## src/rtl/reg_scoreboard.sv

```systemverilog
// Register-hazard scoreboard for the ID stage: per-GPR pending-write counters gate issue.
// Optional macro REG_SCOREBOARD_BYPASS_EN lets a same-cycle retire clear hazards and capacity checks.
module reg_scoreboard #(
    parameter int unsigned ADDR_WIDTH   = 5,
    parameter int unsigned READ_PORTS   = 2,
    parameter int unsigned CNT_WIDTH    = 2,
    parameter int unsigned MAX_INFLIGHT = 4
) (
    input  logic                             clk,
    input  logic                             rst_n,
    input  logic                             id_valid,
    input  logic [READ_PORTS-1:0]            id_read_en,
    input  logic [READ_PORTS*ADDR_WIDTH-1:0] id_read_addr,
    input  logic                             id_write_en,
    input  logic [ADDR_WIDTH-1:0]            id_write_addr,
    input  logic                             wb_valid,
    input  logic [ADDR_WIDTH-1:0]            wb_addr,
    input  logic                             flush,
    output logic                             stall,
    output logic                             id_issue,
    output logic [(2**ADDR_WIDTH)-1:0]       busy_vec,
    output logic [7:0]                       pending_total,
    output logic                             underflow_err
);

    localparam int unsigned NUM_REGS = 2**ADDR_WIDTH;
    localparam logic [CNT_WIDTH-1:0] CNT_MAX = {CNT_WIDTH{1'b1}};
    localparam logic [CNT_WIDTH-1:0] CNT_ONE = CNT_WIDTH'(1);
    localparam logic [7:0] INFLIGHT_MAX = 8'(MAX_INFLIGHT);

    logic [CNT_WIDTH-1:0] cnt [NUM_REGS];
    logic [7:0]           total_q;
    logic                 underflow_q;

    logic                  wb_live;
    logic                  wb_dec;
    logic                  wb_underflow;
    logic                  wr_live;
    logic                  wr_inc;
    logic                  read_hazard;
    logic                  sat_hit;
    logic                  full_hit;
    logic [ADDR_WIDTH-1:0] raddr;

    assign pending_total = total_q;
    assign underflow_err = underflow_q;

    // A retire only decrements when the register actually has a pending write.
    assign wb_live      = wb_valid && (wb_addr != '0);
    assign wb_dec       = wb_live && (cnt[wb_addr] != '0);
    assign wb_underflow = wb_live && (cnt[wb_addr] == '0) && !flush;
    assign wr_live      = id_write_en && (id_write_addr != '0);
    assign wr_inc       = id_issue && wr_live;

    always_comb begin
        busy_vec = '0;
        for (int r = 0; r < NUM_REGS; r++) begin
            busy_vec[r] = (cnt[r] != '0);
        end
    end

    // Source-operand hazards across all read ports.
    always_comb begin
        read_hazard = 1'b0;
        raddr       = '0;
        for (int i = 0; i < READ_PORTS; i++) begin
            raddr = id_read_addr[i*ADDR_WIDTH +: ADDR_WIDTH];
`ifdef REG_SCOREBOARD_BYPASS_EN
            if (id_read_en[i] && (raddr != '0) && (cnt[raddr] != '0) &&
                !((cnt[raddr] == CNT_ONE) && wb_valid && (wb_addr == raddr))) begin
                read_hazard = 1'b1;
            end
`else
            if (id_read_en[i] && (raddr != '0) && (cnt[raddr] != '0)) begin
                read_hazard = 1'b1;
            end
`endif
        end
    end

`ifdef REG_SCOREBOARD_BYPASS_EN
    assign sat_hit  = wr_live && (cnt[id_write_addr] == CNT_MAX) &&
                      !(wb_valid && (wb_addr == id_write_addr));
    assign full_hit = wr_live && (total_q >= INFLIGHT_MAX) && !wb_dec;
`else
    assign sat_hit  = wr_live && (cnt[id_write_addr] == CNT_MAX);
    assign full_hit = wr_live && (total_q >= INFLIGHT_MAX);
`endif

    assign stall    = id_valid && (read_hazard || sat_hit || full_hit || flush);
    assign id_issue = id_valid && !stall && !flush;

    // Counter and total update; an issue and retire to the same register cancel.
    always_ff @(posedge clk or negedge rst_n) begin
        if (!rst_n) begin
            for (int r = 0; r < NUM_REGS; r++) begin
                cnt[r] <= '0;
            end
            total_q     <= '0;
            underflow_q <= 1'b0;
        end else begin
            if (wb_underflow) begin
                underflow_q <= 1'b1;
            end
            if (flush) begin
                for (int r = 0; r < NUM_REGS; r++) begin
                    cnt[r] <= '0;
                end
                total_q <= '0;
            end else begin
                if (wr_inc && !(wb_dec && (wb_addr == id_write_addr))) begin
                    cnt[id_write_addr] <= cnt[id_write_addr] + CNT_ONE;
                end
                if (wb_dec && !(wr_inc && (wb_addr == id_write_addr))) begin
                    cnt[wb_addr] <= cnt[wb_addr] - CNT_ONE;
                end
                if (wr_inc && !wb_dec) begin
                    total_q <= total_q + 8'd1;
                end else if (!wr_inc && wb_dec) begin
                    total_q <= total_q - 8'd1;
                end
            end
        end
    end

endmodule

```

## config.mk

```make
export PLATFORM = sky130hd
export DESIGN_NAME = reg_scoreboard
export DESIGN_NICKNAME = d
export VERILOG_FILES = /design/src/rtl/reg_scoreboard.sv
export SDC_FILE = /design/constraint.sdc
export NUM_CORES = 1
export LEC_CHECK = 0
export CORE_MARGIN = 2
export CORE_UTILIZATION = 23
export CTS_CLUSTER_DIAMETER = 50
export DETAILED_ROUTE_END_ITERATION = 16
export DONT_BUFFER_PORTS = 1
export SKIP_CTS_REPAIR_TIMING = 1
export SYNTH_ARGS = -nofsm -noshare
export SYNTH_HDL_FRONTEND = slang
export SYNTH_SLANG_ARGS = --single-unit
```

## constraint.sdc

```tcl
create_clock -name clk -period 11.3 [get_ports clk]
set_clock_uncertainty 0.2 [all_clocks]
set_input_delay 1.13 -clock clk [delete_from_list [all_inputs] [get_ports clk]]
set_output_delay 1.13 -clock clk [all_outputs]
set_load 0.005 [all_outputs]
```

==> metrics.md <==
| Metric | Value |
|---|---|
| Critical path's largest stage delay | 0.66 ns |
| Endpoints failing setup | 0 |
| Post-synthesis net count | 827 |
| Synthesized flop and latch total | 73 |
| Final Max Tran Viols | 0 |
| Fillers | 3,186 |
| Area growth syn-to-layout | 8.94% |
| CP Launch Type | input port |
| Critical path arrival | 5.95 ns |
| Crit path time final | 5.91 ns |
| Setup TNS | 0 ns |
| CTS clk-pin slew, worst paths | 0.06 ns |
| Post-route DRC violation count | 0 |
| Final instance area | 7470 µm² |
| Commonest cells after routing, fill and taps aside | 78 x nand2_1, 73 x nor3_1, 73 x dfrtp_1, 49 x nor2_1, 37 x mux4_2 |
| DIE WIDTH | 177 µm |
| Req. time, crit path | 11.35 ns |
| Port bufs | 0 |
| Final hold slack | 0.260 ns |
| Predominant post-synthesis flop cell | dfrtp_1 |
| RSZ-0062 raised after global routing | false |
| DP Area | 7120 µm² |
| Ant diodes | 0 |
| Slowest CP cell | nor4_1 |
| Synthesized area | 6850 µm² |
| Type of the worst min-delay path | in -> async |
| Routed Antenna Nets | 0 |
| DP Worst Slack | 5.11 ns |
| Async SR Flop Fraction | 100% |
| Global route overflow | 0 |
| Hold Violations, Final | 0 |
| Max Cap Violations | 0 |
| Post-Layout Cell Count | 1,133 |
| Drt pass-1 iters | 5 |
| Die ar. | 31,200 µm² |
| Vias in the first global route | 6,746 |
| Fmax | 169 MHz |
| Power Total | 698 µW |
| Vias/cell | 6.11 |
| Iteration-0 DRC Markers | 789 |
| Htree depth | 3 |
| Flip-flop and latch area | 1830 µm² |
| Antenna violations before repair | 1 |
| First-pass GRT wire length | 42,900 µm |
| Leakage | 2.74 nW |
| Register area share after synthesis | 26.7% |
| Synthesized area per cell | 8.68 µm² |
| Largest net degree at the start of global routing | 90 |
| Final WS setup | 5.39 ns |
| Final #Nets | 775 |
| Slew HR | 16.6% |
| Core ar. | 29,500 µm² |
| Final period util | 52.3% |
| Post-synth EDFFs | 0 |
| Wirelength per Cell | 24.6 µm |
| Root Buffer | clkbuf_16 |
| Worst skew pair latency | 0.36 ns |
| FP Rows | 63 |
| Commonest non-fill, non-tap cell in the layout | nand2_1 |
| Critical Path, Cell by Cell | mux4_2, a22oi_1, and4_1, inv_1, ha_1, nor3_1, nand2_1, a21oi_1, nand3_1, nor4_1, nand2_1, ha_1, a21o_1, a21oi_1, nor2b_1, o31a_1, o21ai_0, nor4b_1, a31oi_1, mux2_2 |
| Vias | 6,924 |
| Number of distinct library cells after synthesis | 70 |
| Final core occ | 25.3% |
| Final GP Congestion | 0.967 |
| Clock Tree Buf Depth | 2 |
| Slew at the pin closest to its max-slew limit | 1.25 ns |
| Multi-input gate area | 4680 µm² |
| CTS buffer count | 9 |
| Fraction of layout cells with a size suffix above 1 | 15.7% |
| Dpl cells | 1,117 |
| Gr usage total | 18.1% |
| Ys Warns | 0 |
| IO Pins | 71 |
| Maximum vdd drop | 48.7 µV |
| TritonCTS clock tree | yes |
| Cells after Synth | 790 |
| Total wire length | 27,900 µm |
| Starting Density | 23.2% |
| Crit path max fanout | 23 |
| Power per cell area | 93.5 nW/µm² |
| Worst Setup Path Type | in -> reg |
| CTS sink cnt | 73 |
| CP Capture Type | register |
| Status | finished clean |
| Die Y | 177 µm |
| DP HPWL | 19,400 µm |
per-layer routing:
layer | global-route usage, % | wire (µm)
met5 | 0 | 14
met4 | 6.34 | 911
met3 | 7.45 | 3930
met2 | 27.6 | 12400
met1 | 22.9 | 10700
cell families after synthesis:
kind of cell	Yosys count	synth area share [%]
xor gates and xnor gates	10	1.39
AOI/OAI and AO/OA	188	20.2
muxes	64	16.2
and+or+nand+nor	358	28.5
buffers and inverters	88	5.42
DFF	73	26.7
adders and majority gates	9	1.75
state kept, by name (all words and copies together), names as in the netlist:
name	flops
cnt	64
pending_total	8
underflow_err	1
worst max-delay path, delay by kind of cell:
family,cells,cell delay (ns)
compound gates,7,1.31
fa+ha+maj,2,0.60
buf+inv,1,0.05
mux,2,0.78
simple gates,8,2.04
final timing paths:
check	from	endpoint	slack, ns	cells after the start
worst max-delay path	id_write_addr[0]	pending_total[7]$_DFFE_PN0P_	5.39	20
worst min-delay path	rst_n	pending_total[0]$_DFFE_PN0P_	0.26	0
worst max register to register	cnt[14]$_DFF_PN0_	pending_total[7]$_DFFE_PN0P_	5.72	20
worst min register to register	underflow_err$_DFFE_PN0P_	underflow_err$_DFFE_PN0P_	0.33	1
max in group asynchronous	rst_n	cnt[25]$_DFF_PN0_	10.49	0
min in group clk	underflow_err$_DFFE_PN0P_	underflow_err$_DFFE_PN0P_	0.33	1
synthesized netlist by cell type, types with 5 or more instances:
master / count / share of area, %
mux4_2: 37 / 12
nor3_1: 74 / 5.4
ha_1: 8 / 1.5
inv_1: 15 / 0.82
nand3_1: 15 / 1.1
a22oi_1: 22 / 2.4
or4_1: 5 / 0.55
a21oi_1: 34 / 2.5
nand2_1: 78 / 4.3
buf_1: 10 / 0.55
a32oi_1: 12 / 1.5
nand2b_1: 7 / 0.64
a31o_2: 17 / 2.2
nor2b_1: 9 / 0.82
a21boi_0: 13 / 1.4
buf_2: 12 / 0.88
clkbuf_1: 44 / 2.4
and3_1: 9 / 0.82
or2_2: 24 / 2.2
xnor2_1: 6 / 0.77
nor4_1: 11 / 1.0
buf_4: 5 / 0.55
nor3b_1: 13 / 1.4
a21o_1: 8 / 0.88
or2_1: 5 / 0.46
a211oi_1: 17 / 1.9
nor4b_1: 10 / 1.3
a221oi_1: 28 / 3.6
and2_1: 7 / 0.64
nand4_1: 13 / 1.2
o21ai_0: 11 / 0.80
mux2i_1: 24 / 3.5
a31oi_1: 7 / 0.64
dfrtp_1: 73 / 27
nor2_1: 49 / 2.7
and4_1: 8 / 1.0
area by class of cell:
type | instances | share of cell area, %
flip-flops and latches | 73 | 24.5
clock inverters | 3 | 0.922
inverters | 16 | 0.804
repair buffers | 9 | 0.905
well taps | 390 | 6.53
clock buffers | 13 | 3.75
multi-input cells | 629 | 62.6
power breakdown:
group / switching, mW / internal (mW)
clock: 0.122 / 0.218
sequential: 0.00421 / 0.264
combinational: 0.0507 / 0.0390
(Power assumes the default switching activity.)
